--- config.mk ---
export PLATFORM = sky130hd
export DESIGN_NAME = rvfi_retire_monitor_flat
export DESIGN_NICKNAME = d
export VERILOG_FILES = /design/src/rtl/rvfi_retire_monitor_if.sv /design/src/rtl/rvfi_retire_monitor.sv /design/src/flat_wrapper.sv
export SDC_FILE = /design/constraint.sdc
export NUM_CORES = 1
export LEC_CHECK = 0
export CAP_MARGIN = 20
export CORE_MARGIN = 2
export CORE_UTILIZATION = 35
export DETAILED_ROUTE_END_ITERATION = 10
export GPL_ROUTABILITY_DRIVEN = 0
export PLACE_DENSITY = 0.69
export SETUP_SLACK_MARGIN = 0.1
export SYNTH_ARGS = -nofsm -noshare
export SYNTH_HDL_FRONTEND = slang
export SYNTH_SLANG_ARGS = --single-unit
--- constraint.sdc ---
create_clock -name clock -period 7 [get_ports clock]
set_input_delay 1.75 -clock clock [delete_from_list [all_inputs] [get_ports clock]]
set_output_delay 1.75 -clock clock [all_outputs]
set_load 0.1 [all_outputs]
--- src/rtl/rvfi_retire_monitor_if.sv ---
// RVFI retirement bundle as seen by the retire monitor.
// The core side drives it (master); the monitor only observes it (slave).
interface rvfi_retire_monitor_if #(
  parameter int unsigned XLEN    = 32,
  parameter int unsigned ORDER_W = 64
);
  logic               rvfi_valid;
  logic [ORDER_W-1:0] rvfi_order;
  logic [XLEN-1:0]    rvfi_pc_rdata;
  logic [XLEN-1:0]    rvfi_pc_wdata;
  logic               rvfi_trap;
  logic               rvfi_halt;
  logic               rvfi_intr;

  modport master (
    output rvfi_valid,
    output rvfi_order,
    output rvfi_pc_rdata,
    output rvfi_pc_wdata,
    output rvfi_trap,
    output rvfi_halt,
    output rvfi_intr
  );

  modport slave (
    input rvfi_valid,
    input rvfi_order,
    input rvfi_pc_rdata,
    input rvfi_pc_wdata,
    input rvfi_trap,
    input rvfi_halt,
    input rvfi_intr
  );
endinterface

--- src/rtl/rvfi_retire_monitor.sv ---
// Cross-instruction RVFI checker: PC continuity, strictly incrementing order and a
// retirement watchdog, reported as sticky flags usable from formal and simulation.
module rvfi_retire_monitor #(
  parameter int unsigned XLEN       = 32,
  parameter int unsigned ORDER_W    = 64,
  parameter int unsigned HANG_LIMIT = 16,
  parameter int unsigned CNT_W      = 32
) (
  input  logic                 clock,
  input  logic                 reset,
  rvfi_retire_monitor_if.slave rvfi,
  output logic [CNT_W-1:0]     retire_count,
  output logic                 err_pc,
  output logic                 err_order,
  output logic                 err_hang,
  output logic                 err_any,
  output logic [ORDER_W-1:0]   first_err_order
);

  localparam int unsigned HangW = $clog2(HANG_LIMIT + 1);
  localparam logic [HangW-1:0] HangMax  = HangW'(HANG_LIMIT);
  localparam logic [HangW-1:0] HangLast = HangW'(HANG_LIMIT - 1);

  typedef enum logic [1:0] {
    MonIdle,
    MonRun,
    MonHalt
  } mon_state_e;

  mon_state_e         state_q;
  logic [XLEN-1:0]    exp_pc_q;
  logic [ORDER_W-1:0] exp_order_q;
  logic [HangW-1:0]   hang_cnt_q;
  logic [CNT_W-1:0]   retire_count_q;
  logic               err_pc_q;
  logic               err_order_q;
  logic               err_hang_q;
  logic [ORDER_W-1:0] first_err_order_q;

  logic               valid;
  logic [ORDER_W-1:0] order;
  logic               accept;
  logic               pc_bad;
  logic               order_bad;
  logic               hang_hit;
  logic               new_err;
  logic               err_any_q;

  assign valid = rvfi.rvfi_valid;
  assign order = rvfi.rvfi_order;

  // Per-edge violation detection for the current state.
  always_comb begin
    pc_bad    = 1'b0;
    order_bad = 1'b0;
    hang_hit  = 1'b0;
    accept    = 1'b0;
    unique case (state_q)
      MonIdle: begin
        accept    = valid;
        order_bad = valid && (order != '0);
      end
      MonRun: begin
        accept    = valid;
        // rvfi_intr marks a trap-handler entry, so the PC jump is legitimate there.
        pc_bad    = valid && (rvfi.rvfi_pc_rdata != exp_pc_q) && !rvfi.rvfi_intr;
        order_bad = valid && (order != exp_order_q);
        hang_hit  = !valid && (hang_cnt_q == HangLast);
      end
      MonHalt: begin
        order_bad = valid;
      end
      default: begin
        accept = 1'b0;
      end
    endcase
  end

  assign new_err   = pc_bad || order_bad || hang_hit;
  assign err_any_q = err_pc_q || err_order_q || err_hang_q;

  always_ff @(posedge clock or negedge reset) begin
    if (!reset) begin
      state_q           <= MonIdle;
      exp_pc_q          <= '0;
      exp_order_q       <= '0;
      hang_cnt_q        <= '0;
      retire_count_q    <= '0;
      err_pc_q          <= 1'b0;
      err_order_q       <= 1'b0;
      err_hang_q        <= 1'b0;
      first_err_order_q <= '0;
    end else begin
      if (pc_bad) begin
        err_pc_q <= 1'b1;
      end
      if (order_bad) begin
        err_order_q <= 1'b1;
      end
      if (hang_hit) begin
        err_hang_q <= 1'b1;
      end
      // A hang has no retiring instruction, so the order it was waiting for is recorded.
      if (new_err && !err_any_q) begin
        first_err_order_q <= hang_hit ? exp_order_q : order;
      end

      if (accept) begin
        exp_pc_q       <= rvfi.rvfi_pc_wdata;
        exp_order_q    <= order + ORDER_W'(1);
        retire_count_q <= retire_count_q + CNT_W'(1);
        hang_cnt_q     <= '0;
        state_q        <= rvfi.rvfi_halt ? MonHalt : MonRun;
      end else if ((state_q == MonRun) && !valid && (hang_cnt_q != HangMax)) begin
        hang_cnt_q <= hang_cnt_q + HangW'(1);
      end
    end
  end

  assign retire_count    = retire_count_q;
  assign err_pc          = err_pc_q;
  assign err_order       = err_order_q;
  assign err_hang        = err_hang_q;
  assign err_any         = err_any_q;
  assign first_err_order = first_err_order_q;

endmodule

--- src/flat_wrapper.sv ---
// flat-port wrapper written by rule: the top's interface ports become plain ports
module rvfi_retire_monitor_flat 
#(
  parameter int unsigned XLEN       = 32,
  parameter int unsigned ORDER_W    = 64,
  parameter int unsigned HANG_LIMIT = 16,
  parameter int unsigned CNT_W      = 32
)
  (clock, reset, retire_count, err_pc, err_order, err_hang, err_any, first_err_order, rvfi_rvfi_valid, rvfi_rvfi_order, rvfi_rvfi_pc_rdata, rvfi_rvfi_pc_wdata, rvfi_rvfi_trap, rvfi_rvfi_halt, rvfi_rvfi_intr);
  rvfi_retire_monitor_if #(.XLEN(XLEN), .ORDER_W(ORDER_W)) rvfi_i ();
  input  logic clock;
  input  logic reset;
  output logic [CNT_W-1:0] retire_count;
  output logic err_pc;
  output logic err_order;
  output logic err_hang;
  output logic err_any;
  output logic [ORDER_W-1:0] first_err_order;
  input wire logic [$bits(rvfi_i.rvfi_valid)-1:0] rvfi_rvfi_valid;
  input wire logic [$bits(rvfi_i.rvfi_order)-1:0] rvfi_rvfi_order;
  input wire logic [$bits(rvfi_i.rvfi_pc_rdata)-1:0] rvfi_rvfi_pc_rdata;
  input wire logic [$bits(rvfi_i.rvfi_pc_wdata)-1:0] rvfi_rvfi_pc_wdata;
  input wire logic [$bits(rvfi_i.rvfi_trap)-1:0] rvfi_rvfi_trap;
  input wire logic [$bits(rvfi_i.rvfi_halt)-1:0] rvfi_rvfi_halt;
  input wire logic [$bits(rvfi_i.rvfi_intr)-1:0] rvfi_rvfi_intr;
  assign rvfi_i.rvfi_valid = rvfi_rvfi_valid;
  assign rvfi_i.rvfi_order = rvfi_rvfi_order;
  assign rvfi_i.rvfi_pc_rdata = rvfi_rvfi_pc_rdata;
  assign rvfi_i.rvfi_pc_wdata = rvfi_rvfi_pc_wdata;
  assign rvfi_i.rvfi_trap = rvfi_rvfi_trap;
  assign rvfi_i.rvfi_halt = rvfi_rvfi_halt;
  assign rvfi_i.rvfi_intr = rvfi_rvfi_intr;
  rvfi_retire_monitor #(.XLEN(XLEN), .ORDER_W(ORDER_W), .HANG_LIMIT(HANG_LIMIT), .CNT_W(CNT_W)) u_core (.clock(clock), .reset(reset), .rvfi(rvfi_i), .retire_count(retire_count), .err_pc(err_pc), .err_order(err_order), .err_hang(err_hang), .err_any(err_any), .first_err_order(first_err_order));
endmodule
== Yosys cells after proc, flatten, opt, wreduce, memory -nomap -nowiden ==
Cells that the tools add are included.

* Bits in registers: 202
* Bits in latches: 0
* Memory bits (writable): 0
* Bits in read-only memories: 0
* Input port bits: 134
* Output and inout port bits: 100
* Logic and storage cells: 45
* Memories: 0

* Add/subtract/negate cells: 3
* Multiply operators: 0
* Divide/modulo/power cells: 0
* Magnitude comparators: 0
* Equality and inequality tests: 6
* Shift-type cells: 0
* Mux-type cells: 8
* Bitwise logic cells: 0
* Reductions and logical operators: 19

{| class="wikitable"
|+ Operator list
! cell !! count
|-
| 64-bit by 1-bit adder with 64-bit output, second input constant || 1
|-
| 64-bit two-way mux || 1
|-
| 64-bit inequality test || 1
|-
| 64-bit nonzero test || 1
|-
| 32-bit by 1-bit adder with 32-bit output, second input constant || 1
|-
| 32-bit inequality test || 1
|-
| 5-bit two-way mux || 2
|-
| 1-bit logical AND || 8
|-
| 5-bit by 1-bit adder with 5-bit output, second input constant || 1
|-
| 5-bit by 4-bit equality test with 1-bit output, second input constant || 1
|-
| 5-bit inequality test, second input constant || 1
|-
| 1-bit logical OR || 4
|-
| 1-bit logical NOT || 3
|-
| 1-bit two-way mux || 3
|-
| 1-bit one-hot mux with 3 select lines || 1
|-
| 2-bit by 1-bit equality test with 1-bit output, second input constant || 1
|-
| 2-bit equality test, second input constant || 1
|-
| 2-bit logical NOT || 1
|-
| 2-bit two-way mux || 1
|-
| 2-bit nonzero test || 1
|-
| 2-bit OR reduction || 1
|}

== Longest topological paths before layout ==
Gate-level depths: netlist of the first run.

* Depth after elaboration: 7
* Gate-level depth with buffers: 10
* Gate-level depth less buffers: 8

== Worst setup path after synthesis of the first run ==
No wires, ideal clock.

* Path type: input-to-reg
* From: input rvfi_rvfi_order[30]
* To: register u_core.first_err_order_q[0] (netlist: u_core.first_err_order[0])
* Setup time: 0.126 ns
* Arrival time: 3.590 ns
* Data required time: 6.874 ns
* Slack: 3.283 ns
* Stages: 9
* Buffers on the path: 2
* Path through: clkbuf_1 > nor2b_1 > a2111o_1 > nor4_1 > nand4_1 > o2111ai_1 > o21ai_2 > buf_6 > mux2_4

* Cells in the longest elaborated chain, start to end: 6
* Elaborated cells on any way between the ends: 8
* Those cells by class: eq/ne (1); mux (1); reduce/logical (6)

{| class="wikitable"
|+ RTL lines
! what !! RTL line !! source
|-
| start, declared || flat_wrapper.sv:20 || <nowiki>input wire logic [$bits(rvfi_i.rvfi_order)-1:0] rvfi_rvfi_order;</nowiki>
|-
| 64-bit inequality test / 64-bit nonzero test (equally long branches) || rvfi_retire_monitor.sv:67, rvfi_retire_monitor.sv:61 ||
|-
| 1-bit logical AND (on tied branches) || rvfi_retire_monitor.sv:67, rvfi_retire_monitor.sv:61 ||
|-
| 1-bit one-hot mux with 3 select lines (*) || rvfi_retire_monitor.sv:58 || <nowiki>unique case (state_q)</nowiki>
|-
| 1-bit logical OR (*) (2 in a row) || rvfi_retire_monitor.sv:79 || <nowiki>assign new_err = pc_bad || order_bad || hang_hit;</nowiki>
|-
| 1-bit logical AND (*) || rvfi_retire_monitor.sv:104 || <nowiki>if (new_err && !err_any_q) begin</nowiki>
|-
| end signal, assigned || rvfi_retire_monitor.sv:105 || <nowiki>first_err_order_q <= hang_hit ? exp_order_q : order;</nowiki>
|-
| end, declared || rvfi_retire_monitor.sv:38 || <nowiki>logic [ORDER_W-1:0] first_err_order_q;</nowiki>
|}

Every way passes the cells marked *; elsewhere a longest branch is shown, timed or not.
A chain may end at the register's enable or synchronous reset.

== Worst setup path in the final report of the first run ==
* From: input rvfi_rvfi_valid
* To: register u_core.first_err_order_q[46] (netlist: u_core.first_err_order[46])

* Cells in the longest elaborated chain, start to end: 6
* Elaborated cells on any way between the ends: 13
* Those cells by class: mux (4); reduce/logical (9)

{| class="wikitable"
|+ RTL lines
! what !! RTL line !! source
|-
| start, declared || flat_wrapper.sv:19 || <nowiki>input wire logic [$bits(rvfi_i.rvfi_valid)-1:0] rvfi_rvfi_valid;</nowiki>
|-
| 1-bit logical AND (2 in a row) || rvfi_retire_monitor.sv:66 || <nowiki>pc_bad = valid && (rvfi.rvfi_pc_rdata != exp_pc_q) && !rvfi.rvfi_intr;</nowiki>
|-
| 1-bit two-way mux || rvfi_retire_monitor.sv:58 ||
|-
| 1-bit logical OR (2 in a row) || rvfi_retire_monitor.sv:79 ||
|-
| 1-bit logical AND || rvfi_retire_monitor.sv:104 ||
|}

Several ways; a longest one is shown, not always the timed one.

==> summary.txt, run 1 <==
GRT
  – Global route overflow: 0
  – Largest net degree at the start of global routing: 127
  – Initial antenna violation count: 8
  – GRT Util Overall: 19.3%
  – Vias in the first global route: 8741
  – First-pass GRT wire length: 50700 microns

Routing
  – Final antenna-violating net count: 0
  – TritonRoute pass-1 iters: 5
  – Vias: 8896
  – Via-to-Cell Ratio: 5.06
  – Initial DRC Count: 664
  – DR DRC count: 0
  – Final wirelength: 32500 microns
  – WL per Instance: 18.5 microns

Power and ir drop
  – Combinational Power Share: 32.3%
  – Sw frac: 37.8%
  – Clock power share: 30.0%
  – VDD IR max: 196 uV
  – Seq pwr share: 37.8%
  – P_leak: 6.03 nW
  – NetSw: 0.00156 W
  – Pint: 0.00257 W
  – Pwr Total: 0.00413 W
  – P per Cell Area: 282 nW/um^2

Die
  – Horiz. Die Dim: 183 microns
  – Die area: 33600 sq um
  – Row count: 65
  – Initial core utilization: 35.6%
  – Core area: 31600 sq um
  – Die Y: 183 microns
  – IO Pins: 234

STA
  – Setup TNS: 0 ns
  – Worst relative slew slack: 27.4%
  – Final setup fails: 0
  – Clk_skew: 0.0118 ns
  – Final min period: 4.80 ns
  – RSZ-0062 raised after global routing: false
  – Final Max Tran Viols: 0
  – Period utilization: 68.6%
  – Final hold violation count: 0
  – Slew @ Worst Pin: 1.09 ns
  – Max Freq: 208 MHz

Clock network
  – Clock transition at path regs: 0.06 ns
  – CTS buffer count: 25
  – Hold buffer count at cts: 0
  – Setup Buffers After CTS: 0
  – CTS tree: yes
  – H-tree levels: 1
  – Clk buf depth: 3
  – Clk_lat worst skew: 0.52 ns
  – CTS Root Cell: clkbuf_16
  – Post_cts resized: 0
  – # clock sinks: 202

Yosys
  – Synth warnings: 0
  – Mapped Cells: 1136
  – Synthesized net count: 1276
  – Distinct cells, synth: 49
  – Post-Syn Area: 11300 sq um
  – EDFF count, synth: 0
  – Ys flop type: dfrtp_1
  – Syn_area_per_cell: 9.90 sq um
  – Post-synthesis sequential area ratio: 44.9%
  – #FFs+latches synth: 202
  – Asr flop ratio synth: 100%

Setup path
  – CP max stage cell: o21ai_4
  – Crit path DAT: 5.20 ns
  – Worst reg2reg startpoint: u_core.state_q[1]
  – WP data required: 7.40 ns
  – Reg2Reg Depth: 6
  – Crit Path Category: input port to flip-flop
  – Cells along the critical path: clkdlybuf4s50_1, nand2b_4, a2111oi_0, a311oi_1, o21ai_4, buf_4, mux2_4
  – Worst setup SP type: input port
  – Reg-to-Reg End: u_core.first_err_order[46]
  – Max FO, Critical Path: 40
  – R2R Setup Slk: 3.55 ns
  – CP max stage delay: 0.74 ns
  – Crit end category: flip-flop

Placement
  – IO Port Bufs: 232
  – HPWL Detailed: 23800 microns

Min path
  – Hold Path Stages: 1
  – Hold_sp: u_core.retire_count[31]
  – Worst min-delay path category: flip-flop to flip-flop
  – Hold Path Sink: u_core.retire_count[31]

Cells and area
  – Nets: 1470
  – Area Overhead vs Synth: 30.4%
  – Fin util: 46.4%
  – Layout cells sized above 1: 12.9%

Job
  – Max_cap viols: 0

Run status
  – Status: finished, final reports clean
## state kept, by name (all words and copies together) (netlist names)
signal	count
u_core.err_pc	1
u_core.exp_pc_q	32
u_core.hang_cnt_q	5
u_core.exp_order_q	64
u_core.retire_count	32
u_core.err_order	1
u_core.first_err_order	64
u_core.state_q	2
u_core.err_hang	1
## area by class of cell
type                       count  area [sq um]
inverter                      25          93.8
tap                          402           503
sequential                   202          5050
timing repair buffer         241          2430
clock inverter                12          87.6
clock buffer                  33           696
multi-input combinational    835          5790
antenna                        7          17.5
fill                        2972         17000
## metal layers
metal | share of wire [%] | track usage [%] | up-vias
met5 | 0.037 | 0 | -
met4 | 3.3 | 7.17 | 2
met3 | 7.0 | 3.73 | 58
met2 | 45 | 29.5 | 301
met1 | 45 | 27.2 | 4284
li1 | - | - | 4251
## placed cells by master (no fill, tap or decap), types with 6 or more instances in the layout
cell type,n
clkinv_2,10
inv_1,24
mux2_2,52
nor3_1,12
ha_1,6
nand3_1,39
dfrtp_1,202
nand2_1,224
clkdlybuf4s50_1,231
clkbuf_16,25
o21ai_0,55
diode_2,7
nor4_1,26
o21ai_1,23
xor2_1,42
and3_1,19
buf_4,7
nand2b_1,11
nor2_1,39
nand4_1,45
xnor2_1,135
mux2_4,60
## cell families (layout without fill, tap and decap cells)
group,count (synthesis),count (layout),synth area share (%)
xor gates and xnor gates,177,177,13.8
muxes,115,115,13.5
buffers and inverters,99,311,3.86
and+or+nand+nor,438,438,18.3
adders and majority gates,6,6,0.667
AOI/OAI and AO/OA,99,99,4.94
DFF,202,202,44.9
other,0,7,0
## metrics by stage
step | hold slack (ns) | area [sq um] | setup slack [ns] | std cells
after floorplan | 0.466 | 11300 | 3.28 | 1136
after global placement | 0.460 | 13800 | 1.62 | 1703
after detailed placement | 0.466 | 13800 | 1.64 | 1703
after CTS | 0.474 | 14600 | 2.17 | 1748
after global routing | 0.480 | 14700 | 1.83 | 1757
final | 0.469 | 14700 | 2.20 | 1757
## critical path, delay by kind of cell
kind / cells / cell delay (ns)
multiplexers: 1 / 0.34
AND/OR/NAND/NOR: 1 / 0.34
buffers and inverters: 2 / 1.19
AO/OA/AOI/OAI: 3 / 1.55
## worst max path at each step
stage                             start  cells past startpoint  slack (ns)                         end
floorplan           rvfi_rvfi_order[30]                      9        3.28   u_core.first_err_order[0]
global placement        rvfi_rvfi_valid                      7        1.62  u_core.first_err_order[34]
detailed placement      rvfi_rvfi_valid                      7        1.64  u_core.first_err_order[46]
finish                  rvfi_rvfi_valid                      7        2.20  u_core.first_err_order[46]
global route            rvfi_rvfi_valid                      7        1.83  u_core.first_err_order[46]
CTS                     rvfi_rvfi_valid                      7        2.17  u_core.first_err_order[45]
## Yosys cell counts (2+ instances only)
cell / n / area [sq um]
nand2_1: 224 / 841
dfrtp_1: 202 / 5050
xnor2_1: 135 / 1180
mux2_4: 60 / 901
clkbuf_1: 55 / 206
o21ai_0: 55 / 275
mux2_2: 52 / 586
nand4_1: 45 / 282
xor2_1: 42 / 368
nand3_1: 39 / 195
nor2_1: 39 / 146
nor4_1: 26 / 163
inv_1: 24 / 90.1
o21ai_1: 23 / 115
and3_1: 19 / 119
nand2b_1: 12 / 75.1
nor3_1: 12 / 60.1
buf_2: 10 / 50.1
buf_6: 6 / 67.6
ha_1: 6 / 75.1
and4_1: 5 / 43.8
nor2b_1: 4 / 25.0
o2111ai_1: 4 / 35.0
a21oi_1: 3 / 15.0
mux2_1: 3 / 33.8
o22ai_1: 3 / 18.8
a21o_1: 2 / 15.0
a311oi_1: 2 / 17.5
and2_1: 2 / 12.5
nor4_2: 2 / 25.0
or2_2: 2 / 12.5
## power by group through the flow
stage	clock, W	sequential, W	combinational (W)
2_1_floorplan	0	0.00209	0.000402
3_3_place_gp	0	0.00157	0.00132
3_5_place_dp	0	0.00158	0.00133
4_1_cts	0.00128	0.00156	0.00134
5_1_grt	0.00133	0.00159	0.00141
6_report	0.00124	0.00156	0.00133
No activity file was read; power rests on OpenSTA's default activity.
==> run 2, diff against run 1 <==
==> constraint.sdc (replaced) <==
create_clock -name clock -period 4.8 [get_ports clock]
set_input_delay 1.2 -clock clock [delete_from_list [all_inputs] [get_ports clock]]
set_output_delay 1.2 -clock clock [all_outputs]
set_load 0.1 [all_outputs]
==> summary.txt, run 2 (synthesis gave the netlist of run 1 again) <==
Die
  – Row count: 65 (unchanged)
  – Die Y: 183 microns (unchanged)
  – Die area: 33600 sq um (unchanged)
  – IO Pins: 234 (unchanged)
  – Initial core utilization: 35.6% (unchanged)
  – Horiz. Die Dim: 183 microns (unchanged)
  – Core area: 31600 sq um (unchanged)

Power and ir drop
  – Sw frac: 37.1% (-0.71 points)
  – Pint: 0.00388 W (+51%)
  – P_leak: 6.09 nW (+1.1%)
  – Combinational Power Share: 31.5% (-0.8 points)
  – P per Cell Area: 417 nW/um^2 (+48%)
  – Pwr Total: 0.00616 W (+49%)
  – NetSw: 0.00229 W (+46%)
  – Seq pwr share: 37.0% (-0.8 points)
  – VDD IR max: 278 uV (+42%)
  – Clock power share: 31.5% (+1.5 points)

STA
  – Final setup fails: 0 (unchanged)
  – RSZ-0062 raised after global routing: false
  – Clk_skew: 0.0145 ns (+0.00264 ns)
  – Period utilization: 76.1%
  – Setup TNS: 0 ns (unchanged)
  – Max Freq: 274 MHz
  – Final min period: 3.65 ns
  – Final hold violation count: 0 (unchanged)
  – Worst relative slew slack: 25.5% (-1.9 points)
  – Final Max Tran Viols: 0 (unchanged)
  – Slew @ Worst Pin: 1.11 ns (+0.0283 ns)

GRT
  – Initial antenna violation count: 6 (-2)
  – First-pass GRT wire length: 50700 microns (+0.15%)
  – GRT Util Overall: 19.3% (-0.028 points)
  – Largest net degree at the start of global routing: 93 (-27%)
  – Global route overflow: 0 (unchanged)
  – Vias in the first global route: 8859 (+1.3%)

Routing
  – Initial DRC Count: 734 (+11%)
  – DR DRC count: 0 (unchanged)
  – Met3 WL: 2060 microns (-9.9%)
  – WL per Instance: 18.4 microns (-0.31%)
  – Routed met2 length: 14700 microns (+0.62%)
  – Metal-1 WL: 14500 microns (+0.41%)
  – Vias: 8862 (-0.38%)
  – Final wirelength: 32500 microns (about the same)
  – TritonRoute pass-1 iters: 7 (+2)
  – Highest Signal Layer: met5
  – Via-to-Cell Ratio: 5.03 (-0.72%)
  – Final antenna-violating net count: 0 (unchanged)

Setup path
  – Max FO, Critical Path: 64 (+60%)
  – Worst reg2reg startpoint: u_core.state_q[1]
  – Crit end category: flip-flop
  – Worst setup SP type: input port
  – WP data required: 5.19 ns (-2.21 ns)
  – Critical path origin: rvfi_rvfi_order[19]
  – Crit Path Category: input port to flip-flop
  – Crit path DAT: 4.05 ns (-1.15 ns)

Cells and area
  – Finished Layout Cells: 1763 (+0.34%)
  – Commonest non-fill, non-tap cells in the layout: 231 x clkdlybuf4s50_1, 224 x nand2_1, 202 x dfrtp_1
  – Area Overhead vs Synth: 31.4%
  – Layout cells sized above 1: 13.5% (+0.59 points)
  – Nets: 1478 (+0.54%)
  – Filler cells: 2938 (-1.1%)
  – Commonest non-fill, non-tap cell in the layout: clkdlybuf4s50_1
  – Design Area, Final: 14800 sq um (+0.76%)

Clock network
  – CTS tree: yes
  – CTS Root Cell: clkbuf_16
  – H-tree levels: 1 (unchanged)
  – CTS buffer count: 25 (unchanged)
  – Clk_lat worst skew: 0.52 ns (about the same)
  – Hold buffer count at cts: 0 (unchanged)
  – Post_cts resized: 0 (unchanged)
  – Clock transition at path regs: 0.06 ns (about the same)
  – # clock sinks: 202 (unchanged)
  – Clk buf depth: 3 (unchanged)
  – Setup Buffers After CTS: 0 (unchanged)

Run status
  – Status: finished, final reports clean

Job
  – Max_cap viols: 0 (unchanged)

Placement
  – IO Port Bufs: 232 (unchanged)
  – Placed insts: 1713 (+0.59%)
  – HPWL Detailed: 24000 microns (+0.84%)
  – Dpl cell area: 13900 sq um (+0.72%)

Min path
  – Worst min-delay path category: flip-flop to flip-flop
  – Hold_sp: u_core.retire_count[31]
run 2: cell types whose count changed in the layout (fill, tap and decap cells not counted):
cell	previous run	this run
inv_6	0	1
clkinvlp_4	1	0
clkinv_2	10	5
buf_12	0	2
clkbuf_1	4	3
bufinv_16	1	2
clkbuf_8	5	10
diode_2	7	5
buf_16	2	0
buf_4	7	15
run 2: metal layers:
metal  track usage [%]  vias up
met2              29.7      263
met3              3.77       54
met4              7.07        2
li1                  -     4252
met1              26.9     4291
met5                 0        -
run 2: metrics by stage:
step	utilization, %	worst slack (ns)	hold WS, ns
floorplan	-	1.63	0.466
global placement	44.0	0.619	0.460
detailed placement	44.0	0.584	0.464
CTS	46.7	1.13	0.474
global route	46.7	0.957	0.482
finish	46.7	1.15	0.470
run 2: critical path, stage by stage:
cell	delay, ns
clkdlybuf4s50_1	0.54
xnor2_1	0.48
nand4_1	0.22
nor4_1	0.32
nand4_1	0.19
o2111ai_1	0.32
o21ai_4	0.10
buf_12	0.26
mux2_1	0.37
run 2: final cells by class:
class	count	area (sq um)	share of cell area (%)
multi-input cells	835	5790	39.1
flip-flops and latches	202	5050	34.2
repair buffers	249	2480	16.8
clock buffers	37	761	5.15
well taps	402	503	3.40
clock inverters	8	93.8	0.635
inverters	25	93.8	0.635
diodes	5	12.5	0.0846
run 2: power by group through the flow:
stage	Combinational (W)	Sequential [W]	Clock [W]
3_5_place_dp	0.00194	0.00230	0
4_1_cts	0.00195	0.00228	0.00199
6_report	0.00194	0.00228	0.00194
5_1_grt	0.00206	0.00232	0.00206
2_1_floorplan	0.000586	0.00304	0
3_3_place_gp	0.00192	0.00229	0
run 2: path summary, 6_finish.rpt:
path	end	slack [ns]	cells after the start
worst max register to register	u_core.first_err_order[12]	1.87	7
worst min-delay path	u_core.retire_count[31]	0.47	1
max in group asynchronous	u_core.exp_pc_q[16]	2.96	2
worst max-delay path	u_core.first_err_order[11]	1.15	9
worst min register to register	u_core.retire_count[31]	0.47	1
min in group asynchronous	u_core.first_err_order[35]	0.74	1
